File: src/rtl/mac_pot_pe.sv
// Power-of-two weight systolic PE: accumulates activation * (+/-2^exp) into a wide
// signed accumulator with saturate-or-wrap overflow, sticky overflow flag and MAC counter.
module mac_pot_pe #(
  parameter int DATA_W   = 8,
  parameter int SHIFT_W  = 3,
  parameter int ACC_W    = 20,
  parameter bit SATURATE = 1'b1,
  parameter int CNT_W    = 8
) (
  input  logic                      clk,
  input  logic                      reset_n,
  input  logic                      up_valid_in,
  input  logic [SHIFT_W+1:0]        up_in,
  input  logic                      left_valid_in,
  input  logic [DATA_W-1:0]         left_in,
  input  logic                      acc_clear,
  output logic                      up_valid_out,
  output logic [SHIFT_W+1:0]        up_out,
  output logic                      left_valid_out,
  output logic [DATA_W-1:0]         left_out,
  output logic signed [ACC_W-1:0]   mat_out,
  output logic                      ovf,
  output logic [CNT_W-1:0]          mac_cnt
);

  // The largest shifted activation must fit the accumulator exactly.
  if (ACC_W < DATA_W + (1 << SHIFT_W)) begin : g_param_check
    $error("mac_pot_pe: ACC_W must be >= DATA_W + 2**SHIFT_W");
  end

  localparam logic signed [ACC_W-1:0] ACC_MAX = {1'b0, {(ACC_W-1){1'b1}}};
  localparam logic signed [ACC_W-1:0] ACC_MIN = {1'b1, {(ACC_W-1){1'b0}}};
  localparam logic [CNT_W-1:0]        CNT_MAX = {CNT_W{1'b1}};

  logic               w_zero;
  logic               w_sign;
  logic [SHIFT_W-1:0] w_exp;
  logic               fire;

  assign w_zero = up_in[SHIFT_W+1];
  assign w_sign = up_in[SHIFT_W];
  assign w_exp  = up_in[SHIFT_W-1:0];
  assign fire   = up_valid_in & left_valid_in;

  // One guard bit above ACC_W keeps both the product and the running sum exact.
  logic signed [ACC_W:0] left_ext;
  logic signed [ACC_W:0] shifted;
  logic signed [ACC_W:0] product;
  logic signed [ACC_W:0] sum;
  logic                  sum_ovf;

  assign left_ext = {{(ACC_W+1-DATA_W){left_in[DATA_W-1]}}, left_in};
  assign shifted  = left_ext <<< w_exp;
  assign product  = w_zero ? '0 : (w_sign ? -shifted : shifted);
  assign sum      = {mat_out[ACC_W-1], mat_out} + product;
  assign sum_ovf  = sum[ACC_W] ^ sum[ACC_W-1];

  logic signed [ACC_W-1:0] mat_nxt;
  logic                    ovf_nxt;
  logic [CNT_W-1:0]        cnt_nxt;

  // NOTE: every signal written here gets a default first so no latch is inferred.
  always_comb begin
    mat_nxt = mat_out;
    ovf_nxt = ovf;
    cnt_nxt = mac_cnt;
    if (acc_clear) begin
      ovf_nxt = 1'b0;
      mat_nxt = fire ? product[ACC_W-1:0] : '0;
      cnt_nxt = fire ? CNT_W'(1) : '0;
    end else if (fire) begin
      if (mac_cnt != CNT_MAX) cnt_nxt = mac_cnt + CNT_W'(1);
      if (sum_ovf) begin
        ovf_nxt = 1'b1;
        if (SATURATE) mat_nxt = sum[ACC_W] ? ACC_MIN : ACC_MAX;
        else          mat_nxt = sum[ACC_W-1:0];
      end else begin
        mat_nxt = sum[ACC_W-1:0];
      end
    end
  end

  // NOTE: state uses non-blocking assignments so all registers sample the same pre-edge values.
  always_ff @(posedge clk or negedge reset_n) begin
    if (!reset_n) begin
      up_valid_out   <= 1'b0;
      up_out         <= '0;
      left_valid_out <= 1'b0;
      left_out       <= '0;
      mat_out        <= '0;
      ovf            <= 1'b0;
      mac_cnt        <= '0;
    end else begin
      up_valid_out   <= up_valid_in;
      up_out         <= up_in;
      left_valid_out <= left_valid_in;
      left_out       <= left_in;
      mat_out        <= mat_nxt;
      ovf            <= ovf_nxt;
      mac_cnt        <= cnt_nxt;
    end
  end

endmodule

File: config.mk
export PLATFORM = sky130hd
export DESIGN_NAME = mac_pot_pe
export DESIGN_NICKNAME = d
export VERILOG_FILES = /design/src/rtl/mac_pot_pe.sv
export SDC_FILE = /design/constraint.sdc
export NUM_CORES = 1
export LEC_CHECK = 0
export BUFFER_PORTS_ARGS = -buffer_cell sky130_fd_sc_hd__buf_2
export CORE_ASPECT_RATIO = 0.5
export CORE_UTILIZATION = 59
export CTS_CLUSTER_DIAMETER = 60
export DETAILED_ROUTE_END_ITERATION = 10
export GPL_ROUTABILITY_DRIVEN = 0
export GPL_TIMING_DRIVEN = 0
export PLACE_DENSITY = 0.86
export SKIP_CTS_REPAIR_TIMING = 1
export SLEW_MARGIN = 20
export SYNTH_ARGS = -nofsm -noshare
export SYNTH_HDL_FRONTEND = slang
export SYNTH_SLANG_ARGS = --single-unit
File: constraint.sdc
create_clock -name clk -period 4.05 [get_ports clk]
set_clock_uncertainty 0.2 [all_clocks]
set_input_delay 0.405 -clock clk [delete_from_list [all_inputs] [get_ports clk]]
set_output_delay 0.405 -clock clk [all_outputs]
set_load 0.03 [all_outputs]
---- Yosys cells after proc, flatten, opt, wreduce, memory -nomap -nowiden ----
Index checks and enable logic that the tools add are counted.
cells by class
  shift-type cells ........................ 1
  multiplexer cells ....................... 14
  $add $sub $neg .......................... 3
  equal/unequal tests ..................... 1
  reductions and logical operators ........ 5
  bitwise operators ....................... 2
operator list
  operator                                                       number
  20-bit two-way mux                                             5
  21-bit two-way mux                                             2
  8-bit two-way mux                                              3
  21-bit adder                                                   1
  21-bit negation                                                1
  8-bit by 3-bit <<< shifter with 21-bit output                  1
  8-bit by 1-bit adder with 8-bit output, second input constant  1
  8-bit inequality test, second input constant                   1
  2-bit nonzero test                                             3
  1-bit two-way mux                                              4
  2-bit AND reduction                                            2
  1-bit bitwise AND                                              1
  1-bit XOR                                                      1
word-level totals
  logic and storage cells ................. 33
  input port bits ......................... 18
  bits in registers ....................... 44
  output and inout port bits .............. 44

---- Logic depth before layout (Yosys ltp) ----
  depth after elaboration ................. 9
  mapped depth ............................ 26
  gate-level depth less buffers ........... 22

---- Least setup slack after synthesis ----
No wires, ideal clock.
  path type ............................... input-to-reg
  start ................................... input port up_in[0]
  end ..................................... register mat_out[5]
  path buffers ............................ 4
  setup time .............................. 76 ps
  path slack .............................. -1064 ps
  arrival ................................. 4837 ps
  required time ........................... 3774 ps
  stages on the path ...................... 22
  cell sequence ........................... buf_6 > buf_6 > mux2_2 > nand2_1 > ha_1 > o21ai_2 > or4b_1 > buf_2 > o21ai_4 > inv_2 > ha_1 > a21o_1 > a21oi_1 > nand3b_1 > a311oi_1 > nand3_1 > o21a_1 > and4_1 > buf_2 > or2_4 > maj3_1 > o21ai_1
on the way
  word-level cells in the longest chain between the ends .. 9
  elaborated cells between the ends (all ways) .. 11
  classes of those cells .................. add/sub (2); shift (1); mux (7); bitwise (1)
RTL lines
  element                                                 line    text
  start, declared                                         13      input logic [SHIFT_W+1:0] up_in,
  8-bit by 3-bit <<< shifter with 21-bit output *         53      assign shifted = left_ext <<< w_exp;
  21-bit negation                                         54      assign product = w_zero ? '0 : (w_sign ? -shifted : shifted);
  21-bit two-way mux * (2 in series)                      54
  21-bit adder                                            55      assign sum = {mat_out[ACC_W-1], mat_out} + product;
  20-bit two-way mux / 1-bit XOR (equally long branches)  75, 56
  20-bit two-way mux                                      73      if (sum_ovf) begin
  20-bit two-way mux                                      71      end else if (fire) begin
  20-bit two-way mux *                                    67      if (acc_clear) begin
  end signal, assigned                                    98      mat_out <= mat_nxt;
  end, declared                                           21      output logic signed [ACC_W-1:0] mat_out,
Every way passes the cells marked *; elsewhere a longest branch is shown, timed or not. The select of a mux whose other input is x is not followed.
A chain may end at the register's enable or synchronous reset.

---- Worst setup path in the final report ----
  start ................................... input port up_in[0]
  end ..................................... register mat_out[12]
Same word-level chain as after synthesis.

==> results.py <==
metrics = {
    "clocking": {
        "cts_buffer_depth": 2,
        "cts_tree": "yes",
        "clock-sinks": 44,
        "clock_latency_ns": 0.30,
        "cts_buffers": 5,
        "root_buffer": "clkbuf_16",
        "clk_pin_slew_ns": 0.07,
        "htree_levels": 2,
    },
    "synthesis": {
        "ys_ff_latch": 44,
        "synth-async-reset-ratio_pct": 100,
        "syn_inst": 553,
        "synth_area_per_cell_sq_um": 8.04,
        "yosys.cell_types.count": 92,
        "ys.flop_type": "dfrtp_1",
        "synth_warnings": 0,
        "syn-num-nets": 591,
        "synth-seq-area-share_pct": 24.8,
        "synth.cell_area_sq_um": 4450,
        "synth_edf_count": 0,
    },
    "grt": {
        "grt_pass1_wl_um": 21700,
        "grt_max_degree": 45,
        "antenna_found_initial": 0,
        "grt_use_total_pct": 34.9,
        "grt-ovfl-total": 0,
        "grt_pass1_vias": 4359,
    },
    "worst_setup_path": {
        "cp-start-kind": "input pin",
        "cp-endpoint": "mat_out[12]",
        "timing.rr.end": "mat_out[12]",
        "path_class": "input pin to flip-flop",
        "cp.required_ns": 4.07,
        "rr_startpoint": "mat_out[1]",
        "crit_start": "up_in[0]",
        "cp_max_fo": 7,
        "reg2reg_setup_slack_ns": 0.03,
        "end_kind": "flip-flop",
        "reg2regPathDepth": 14,
        "cp.arrival_ns": 5.19,
    },
    "final_layout": {
        "post-route-util_pct": 83.0,
        "area_delta_synth_final_pct": 30.5,
        "instances_no_fill": 740,
        "fin_nets": 685,
        "final_layout_size_suffix_gt1_share_pct": 32.6,
        "antennaDiodeCount": 0,
    },
    "routing": {
        "wl_um": 15600,
        "num_vias": 5131,
        "dr.pass1.iters": 9,
        "wl_per_cell_um": 21.0,
        "drtAntennaViolNets": 0,
        "drc": 12,
        "drt_iter0_markers": 725,
        "avgViaCountPerCell": 6.93,
    },
    "floorplan": {
        "dieArea_sq_um": 7910,
        "rows": 21,
        "die_w_um": 125,
        "io_pins": 62,
        "die_h_um": 63.4,
        "design.core.area_sq_um": 6990,
        "start_util_pct": 63.6,
    },
    "timing": {
        "setup_viol": 21,
        "finalWorstSetupSlack_ns": -1.12,
        "finalSetupTns_ns": -21.99,
        "rsz0062_at_grt": "true",
        "layout_min_cycle_time_ns": 5.17,
        "whs_ns": 0.0316,
        "fmax_mhz": 194,
        "worstMarginPinSlew_ns": 0.697,
        "hold_viol": 0,
        "fin_crit_sh_pct": 128,
        "max_slew_margin_pct": 53.5,
        "maxSlewViolCount": 0,
    },
    "placement": {
        "dp_hpwl_um": 9510,
        "numPortBuffers": 60,
        "place_inst": 705,
        "dp_worst_setup_slack_ns": -1.92,
    },
    "pwr": {
        "irDropWorstVdd_mv": 0.236,
        "pwr_density_cell_nw_per_um2": 314,
        "p_leak_uw": 0.00253,
    },
    "flow_run": {
        "drv_cap": 0,
    },
    "status": {
        "violations": "design-rule violations, negative setup slack",
        "outcome": "finished with violations",
    },
    "hold_path": {
        "hold_class": "input pin to flip-flop",
    },
}
flip-flops by register name (all words and copies together) (netlist names):
| name | cells |
|---|---|
| up_out | 5 |
| ovf | 1 |
| mac_cnt | 8 |
| up_valid_out | 1 |
| left_out | 8 |
| mat_out | 20 |
| left_valid_out | 1 |
stage by stage:
stage,instance area (sq um),power (uW)
after floorplan,4580,1010
after global placement,4990,1160
after detailed placement,4990,1170
after CTS,5170,1680
after global routing,5800,1890
final,5800,1820
critical path, cell delays in order:
cell and delay, ns:
buf_8 0.11, buf_12 0.13, buf_12 0.13, mux2i_4 0.18
buf_4 0.15, nor2_1 0.23, nor2_2 0.12, nand3_4 0.16
nor3_4 0.05, and3_4 0.18, or3_4 0.35, a21oi_4 0.21
ha_4 0.23, a21oi_2 0.15, and2_4 0.17, nor3_2 0.03
o21ai_1 0.15, nand3b_1 0.14, a311oi_4 0.38, nand3_1 0.12
o21a_1 0.23, and4_1 0.21, buf_6 0.13, o31ai_4 0.39
buf_4 0.24, a21oi_1 0.06, o22ai_1 0.13
cell type report:
class                           count  area (sq um)
Timing Repair Buffer               89           551
Buffer                             28           188
Multi-Input combinational cell    461          3600
Sequential cell                    44          1100
Clock inverter                      2          38.8
Inverter                           18          72.6
Tap cell                           92           115
Fill cell                         445          1190
Clock buffer                        6           139
cell usage in the layout, fill, tap and decap left out, types with 11 or more instances in the layout:
cell / netlist / layout
nand3_1: 15 / 13
clkbuf_1: 17 / 11
nor2_1: 63 / 58
nand2_1: 45 / 42
inv_1: 17 / 16
buf_2: 5 / 59
xnor2_1: 18 / 16
dfrtp_1: 44 / 44
a21oi_1: 45 / 37
buf_4: 3 / 32
o21ai_0: 29 / 24
o21ai_1: 11 / 12
ha_1: 19 / 13
power by group:
part / switching [uW] / internal (uW)
registers: 34.6 / 472
clock network: 198 / 310
logic: 498 / 311
worst min path at each step:
stage / from / to / slack [ns] / depth (start not counted)
after CTS: left_in[7] / left_out[7] / 0.03 / 1
final: left_valid_in / left_valid_out / 0.03 / 1
after detailed placement: ovf / ovf / 0.28 / 2
after global placement: ovf / ovf / 0.27 / 2
after floorplan: reset_n / left_out[0] / -0.09 / 0
after global routing: up_in[0] / up_out[0] / 0.03 / 1
metal layers:
metal	part of all wire [%]	vias up	track usage (%)
li1	-	2245	-
met1	41	2392	48.1
met2	43	416	53.3
met3	13	78	10.3
met4	3.6	0	9.41
met5	0	-	0
cell families (layout without fill, tap and decap cells):
kind of cell	Yosys count	count (layout)	synth area share, %
AOI/OAI and AO/OA	185	185	28.9
xor gates and xnor gates	31	31	7.23
DFF	44	44	24.8
and+or+nand+nor	206	206	23.5
buffers and inverters	48	143	4.78
muxes	17	17	4.56
adders and majority gates	22	22	6.27
cells in the mapped netlist (7+ instances only):
cell	n	area [sq um]
nor2_1	63	236
a21oi_1	45	225
nand2_1	45	169
dfrtp_1	44	1100
o21ai_0	29	145
ha_1	19	238
xnor2_1	18	158
clkbuf_1	17	63.8
inv_1	17	63.8
nand3_1	15	75.1
nor3_1	15	75.1
a21o_1	11	82.6
o21ai_1	11	55.1
mux2i_1	10	100
nand2b_1	10	62.6
nand4_1	9	56.3
xor2_1	9	78.8
and3_1	8	50.1
o211ai_1	8	60.1
a22oi_1	7	52.6
Power figures use the tool's default switching activity.
